[config.mk]
export PLATFORM = sky130hd
export DESIGN_NAME = level_gen_flat
export DESIGN_NICKNAME = d
export VERILOG_FILES = /design/src/rtl/level_gen_pkg.sv /design/src/rtl/level_gen_if.sv /design/src/rtl/level_gen_dwell_timer.sv /design/src/rtl/level_gen.sv /design/src/flat_wrapper.sv
export SDC_FILE = /design/constraint.sdc
export NUM_CORES = 1
export LEC_CHECK = 0
export CAP_MARGIN = 10
export CORE_AREA = 2 2 39 41
export CTS_BUF_LIST = sky130_fd_sc_hd__clkbuf_8
export DETAILED_ROUTE_END_ITERATION = 7
export DIE_AREA = 0 0 41 43
export SLEW_MARGIN = 30
export SYNTH_ARGS = -nofsm -noshare
export SYNTH_HDL_FRONTEND = slang
export SYNTH_SLANG_ARGS = --single-unit
[constraint.sdc]
create_clock -name clk -period 1.43 [get_ports clk]
set_input_delay 0.143 -clock clk [delete_from_list [all_inputs] [get_ports clk]]
set_output_delay 0.143 -clock clk [all_outputs]
set_load 0.01 [all_outputs]
[src/rtl/level_gen_pkg.sv]
// Purpose: shared types and constants for the level_gen edge-to-level generator.
// Latency: n/a (definitions only).
// Backpressure: n/a; requests are never stalled, only deferred or dropped.
package level_gen_pkg;

  localparam logic LVL_LOW  = 1'b0;
  localparam logic LVL_HIGH = 1'b1;

  // STABLE: dwell timer idle, a differing request is applied at once.
  // HOLD: dwell timer running, differing requests park in the pending slot.
  typedef enum logic {
    STABLE = 1'b0,
    HOLD   = 1'b1
  } state_e;

  // One-deep pending slot; target is always the opposite of the current level.
  typedef struct packed {
    logic valid;
    logic target;
  } pend_t;

endpackage

[src/rtl/level_gen_if.sv]
// Purpose: request/level bundle between a requester and level_gen.
// Latency: n/a (wires only).
// Backpressure: none; busy_o is advisory. Optional echo outputs under LEVEL_GEN_EDGE_ECHO_EN.
interface level_gen_if;

  logic rise_i;
  logic fall_i;
  logic level_o;
  logic busy_o;
  logic drop_o;
`ifdef LEVEL_GEN_EDGE_ECHO_EN
  logic rising_edge_o;
  logic falling_edge_o;

  modport master (output rise_i, fall_i,
                  input  level_o, busy_o, drop_o, rising_edge_o, falling_edge_o);
  modport slave  (input  rise_i, fall_i,
                  output level_o, busy_o, drop_o, rising_edge_o, falling_edge_o);
`else
  modport master (output rise_i, fall_i,
                  input  level_o, busy_o, drop_o);
  modport slave  (input  rise_i, fall_i,
                  output level_o, busy_o, drop_o);
`endif

endinterface

[src/rtl/level_gen_dwell_timer.sv]
// Purpose: down-counter holding off level transitions for MIN_DWELL cycles.
// Latency: load seen next cycle; zero_o is combinational from the count register.
// Backpressure: none; a load always wins over counting, count saturates at 0.
module dwell_timer #(
  parameter int MIN_DWELL = 4
) (
  input  logic clk,
  input  logic reset,
  input  logic load_i,
  output logic zero_o
);

  localparam int            TW       = (MIN_DWELL > 1) ? $clog2(MIN_DWELL) : 1;
  localparam logic [TW-1:0] LOAD_VAL = TW'(MIN_DWELL - 1);

  logic [TW-1:0] cnt_q;
  logic [TW-1:0] cnt_d;

  // Reload on a transition, otherwise count down and stick at zero.
  always_comb begin
    cnt_d = cnt_q;
    if (load_i) begin
      cnt_d = LOAD_VAL;
    end else if (cnt_q != '0) begin
      cnt_d = cnt_q - TW'(1);
    end
  end

  // Count register.
  always_ff @(posedge clk) begin
    if (reset) begin
      cnt_q <= '0;
    end else begin
      cnt_q <= cnt_d;
    end
  end

  assign zero_o = (cnt_q == '0);

endmodule

[src/rtl/level_gen.sv]
// Purpose: turn rise/fall request pulses into a registered level with a minimum dwell.
// Latency: accepted request changes level_o one edge later; pending ones on dwell expiry.
// Backpressure: none; requests during a dwell are parked one-deep, collapses/conflicts pulse drop_o.
// Optional: define LEVEL_GEN_EDGE_ECHO_EN to add rising_edge_o/falling_edge_o echo pulses.
module level_gen
  import level_gen_pkg::*;
#(
  parameter int   MIN_DWELL  = 4,
  parameter logic INIT_LEVEL = 1'b0
) (
  input  logic         clk,
  input  logic         reset,
  level_gen_if.slave   lg
);

  state_e state_q, state_d;
  pend_t  pend_q,  pend_d;
  logic   level_q, level_d;
  logic   drop_q,  drop_d;
  logic   load;
  logic   timer_zero;

  logic   conflict;
  logic   req;
  logic   tgt;

  // A transition from STABLE only needs a dwell phase when MIN_DWELL exceeds one.
  localparam state_e AFTER_TOGGLE = (MIN_DWELL > 1) ? HOLD : STABLE;

  assign conflict = lg.rise_i & lg.fall_i;
  assign req      = (lg.rise_i | lg.fall_i) & ~conflict;
  assign tgt      = lg.rise_i ? LVL_HIGH : LVL_LOW;

  dwell_timer #(.MIN_DWELL(MIN_DWELL)) u_timer (
    .clk    (clk),
    .reset  (reset),
    .load_i (load),
    .zero_o (timer_zero)
  );

  // Next-state: apply, park or collapse requests; expiring pending slot applies before new input.
  always_comb begin
    state_d = state_q;
    pend_d  = pend_q;
    level_d = level_q;
    drop_d  = conflict;
    load    = 1'b0;
    unique case (state_q)
      STABLE: begin
        if (req && tgt != level_q) begin
          level_d = tgt;
          load    = 1'b1;
          state_d = AFTER_TOGGLE;
        end
      end
      HOLD: begin
        if (timer_zero && pend_q.valid) begin
          // Pending applies first; the pending slot is then empty for the new request.
          level_d = pend_q.target;
          load    = 1'b1;
          pend_d  = '0;
          if (req && tgt != pend_q.target) begin
            pend_d = '{valid: 1'b1, target: tgt};
          end
        end else if (timer_zero) begin
          // Dwell is over with nothing queued: behave as STABLE this cycle.
          state_d = STABLE;
          if (req && tgt != level_q) begin
            level_d = tgt;
            load    = 1'b1;
            state_d = AFTER_TOGGLE;
          end
        end else if (req) begin
          if (tgt != level_q) begin
            pend_d = '{valid: 1'b1, target: tgt};
          end else if (pend_q.valid) begin
            // Request back to the current level cancels the queued glitch.
            pend_d = '0;
            drop_d = 1'b1;
          end
        end
      end
      default: state_d = STABLE;
    endcase
  end

  // State, level, pending slot and drop registers.
  always_ff @(posedge clk) begin
    if (reset) begin
      state_q <= STABLE;
      pend_q  <= '0;
      level_q <= INIT_LEVEL;
      drop_q  <= 1'b0;
    end else begin
      state_q <= state_d;
      pend_q  <= pend_d;
      level_q <= level_d;
      drop_q  <= drop_d;
    end
  end

  assign lg.level_o = level_q;
  assign lg.busy_o  = (state_q == HOLD);
  assign lg.drop_o  = drop_q;

`ifdef LEVEL_GEN_EDGE_ECHO_EN
  logic rise_echo_q;
  logic fall_echo_q;

  // Echo pulses line up with the first cycle level_o shows its new value.
  always_ff @(posedge clk) begin
    if (reset) begin
      rise_echo_q <= 1'b0;
      fall_echo_q <= 1'b0;
    end else begin
      rise_echo_q <= level_d & ~level_q;
      fall_echo_q <= ~level_d & level_q;
    end
  end

  assign lg.rising_edge_o  = rise_echo_q;
  assign lg.falling_edge_o = fall_echo_q;
`endif

endmodule

[src/flat_wrapper.sv]
// flat-port wrapper written by rule: the top's interface ports become plain ports
module level_gen_flat import level_gen_pkg::*;
#(
  parameter int   MIN_DWELL  = 4,
  parameter logic INIT_LEVEL = 1'b0
)
  (clk, reset, lg_rise_i, lg_fall_i, lg_level_o, lg_busy_o, lg_drop_o);
  level_gen_if lg_i ();
  input  logic clk;
  input  logic reset;
  input wire logic [$bits(lg_i.rise_i)-1:0] lg_rise_i;
  input wire logic [$bits(lg_i.fall_i)-1:0] lg_fall_i;
  output wire logic [$bits(lg_i.level_o)-1:0] lg_level_o;
  output wire logic [$bits(lg_i.busy_o)-1:0] lg_busy_o;
  output wire logic [$bits(lg_i.drop_o)-1:0] lg_drop_o;
  assign lg_i.rise_i = lg_rise_i;
  assign lg_i.fall_i = lg_fall_i;
  assign lg_level_o = lg_i.level_o;
  assign lg_busy_o = lg_i.busy_o;
  assign lg_drop_o = lg_i.drop_o;
  level_gen #(.MIN_DWELL(MIN_DWELL), .INIT_LEVEL(INIT_LEVEL)) u_core (.clk(clk), .reset(reset), .lg(lg_i));
endmodule
==> results.cfg <==
[outcome]
outcome = complete, no violations

[routing]
drtPass1Iterations = 3
wl_um = 1060
first_iter_violations = 11
via_count = 410
ant_nets = 0
avgViaCountPerCell = 5.06
drc = 0
wire_per_inst_um = 13.1

[floorplanning]
fp.dieW_um = 41
fp.dieArea_um2 = 1760
io_pins = 7
num_rows = 14
core-area_um2 = 1380
die_h_um = 43
initial_utilization_pct = 31.6

[sta]
fmax_mhz = 759
grt_setup_unrepaired = no
min_period_ns = 1.32
setup_viol = 0
finalHoldViolations = 0
slew_headroom_pct = 81.1
slew_viol_final = 0
worstMarginPinSlew_ns = 0.283
period_share_pct = 92.2
finalClockSkew_ns = 0.00219

[synthesis]
synthFlopType = dfxtp_1
yosysWarnings = 0
synth.distinct_cells = 25
synth_area_leader_cell = dfxtp_1
synth-seq-cells = 7
synthArstFlopShare_pct = 0
synth_nets = 59
netlist_area_um2 = 437
synthCells = 51
synth_edf_count = 0
syn_avg_cell_area_um2 = 8.56
synth_top_area_share_pct = 32.1
yosysSeqAreaShare_pct = 32.1
ys_top_cells_by_area = dfxtp_1 32%, ha_1 11%, a21oi_1 5.7%

[setup_path]
crit_chain = buf_4 > clkdlybuf4s50_1
cp_data_arrival_time_ns = 1.17
cp-end-kind = output pin
cpMaxStageDelayCell = clkdlybuf4s50_1
worstPathRequired_ns = 1.29
worstPathBufferInverterCount = 2
crit_path_max_fanout = 2
critPathMaxStageDelay_ns = 0.52
cp-start-kind = register
crit_type = register to output pin
cpLargestDelayFamily = buffers and inverters

[clock_network]
insertion_delay_ns = 0.23
clkTransAtPathRegs_ns = 0.04
numCtsBuffers = 3
htreeDepth = 1
cts_sinks = 7
cts_root_buf = clkbuf_8
clock_path_buffers = 2
cts_tree = done

[global_route]
grt_pass1_wl_um = 1500
grt_antenna_before_repair = 0
grt_pass1_vias = 387
overflow = 0
grt_usage_pct = 13.0
grt_max_degree = 10

[power_and_ir_drop]
p_per_area_nw_per_um2 = 1710
irDropWorstVdd_v = 0.000573
leakage_nw = 0.272

[placed_design]
port_buffers = 6
postPlaceCellArea_um2 = 538
gp_congestion = 0.770
dp_hpwl_um = 701

[hold_path]
hp-class = primary input to register

[final_layout]
drive_above_1_share_pct = 20.0
final_nets = 74
fin_area_um2 = 631
antenna_cells = 0
syn_to_final_growth_pct = 44.4
fin_util_pct = 45.6

[flow_run]
max-cap-violations = 0
[stage by stage]
step           hold WS [ns]  worst slack (ns)  setup TNS, ns  power [W]  std cells
2_1_floorplan         0.212             0.122              0   0.000595         51
3_3_place_gp          0.550            -0.192         -0.718   0.000697         76
3_5_place_dp          0.557            -0.197         -0.833   0.000706         76
4_1_cts               0.568           0.00649              0   0.000994         80
5_1_grt               0.434            0.0230              0    0.00115         81
6_report              0.429             0.112              0    0.00108         81
[path summary, 6_finish.rpt]
path | from | endpoint | slack [ns] | depth (start not counted)
worst min register to register | u_core.pend_q[0] | u_core.pend_q[0] | 0.56 | 2
worst max register to register | u_core.u_timer.cnt_q[0] | u_core.pend_q[1] | 0.14 | 5
worst max-delay path | u_core.lg.level_o | lg_level_o | 0.11 | 2
worst min-delay path | lg_rise_i | u_core.lg.drop_o | 0.43 | 4
[synth_stat cells (2+ instances only)]
cell / count
ha_1: 4
a21oi_1: 5
inv_1: 5
a311oi_1: 2
nand2_1: 4
dfxtp_1: 7
a31oi_1: 3
o21a_1: 2
xor2_1: 2
nand3_1: 2
[worst reg2reg max path, stage by stage, from the launching register on]
cell and delay, ns:
dfxtp_1 0.34, inv_1 0.09, ha_4 0.20, and2b_1 0.21
a31oi_1 0.08, a311oi_1 0.27
[per-layer routing]
layer	part of all wire [%]	GRT usage (%)	vias up
met2	45	18.1	6
met4	1.8	10.0	0
met5	0	0	-
met1	51	16.2	193
met3	2.0	3.14	2
li1	-	-	209
[cells by family (layout without fill, tap and decap cells)]
group	after synthesis	after routing	synth area share [%]
compound gates	17	17	26.1
simple gates	11	11	12.6
buf+inv	8	22	8.88
flops	7	7	32.1
fa+ha+maj	4	4	11.5
xor+xnor	2	2	4.01
mux	2	2	4.87
[final cells by class]
cell class | count | area [µm²]
Clock inverter | 1 | 3.75
Timing Repair Buffer | 12 | 108
Sequential cell | 7 | 140
Inverter | 6 | 22.5
Tap cell | 16 | 20.0
Fill cell | 126 | 753
Multi-Input combinational cell | 36 | 295
Clock buffer | 3 | 41.3
[sequential cells by signal (all words and copies together), names as in the netlist]
register and flops:
u_core.lg.busy_o 1, u_core.lg.drop_o 1, u_core.lg.level_o 1, u_core.pend_q 2
u_core.u_timer.cnt_q 2
[cells in the final DEF, fill, tap and decap left out, drive strengths merged, types with 2 or more instances in the layout]
master and n:
clkdlybuf4s50 5, buf 6, ha 4, xor2 2, clkbuf 3, dfxtp 7, a311oi 2, o21a 2
nand3 2, a31oi 3, inv 7, nand2 4, a21oi 5
[repair_timing]
| action | CTS | global route |
|---|---|---|
| setup buffers | 0 | 1 |
| resized for setup | 0 | 6 |
| hold buffers | 0 | 0 |
| endpoints found under the setup margin | 0 | 4 |
[power by group]
part | leakage (nW) | switching, W | internal [W]
combinational | 0.188 | 0.000264 | 0.000271
sequential | 0.0576 | 0.0000242 | 0.000240
clock | 0.0269 | 0.0000913 | 0.000186
total | 0.272 | 0.000380 | 0.000697
Power figures use the tool's default switching activity.
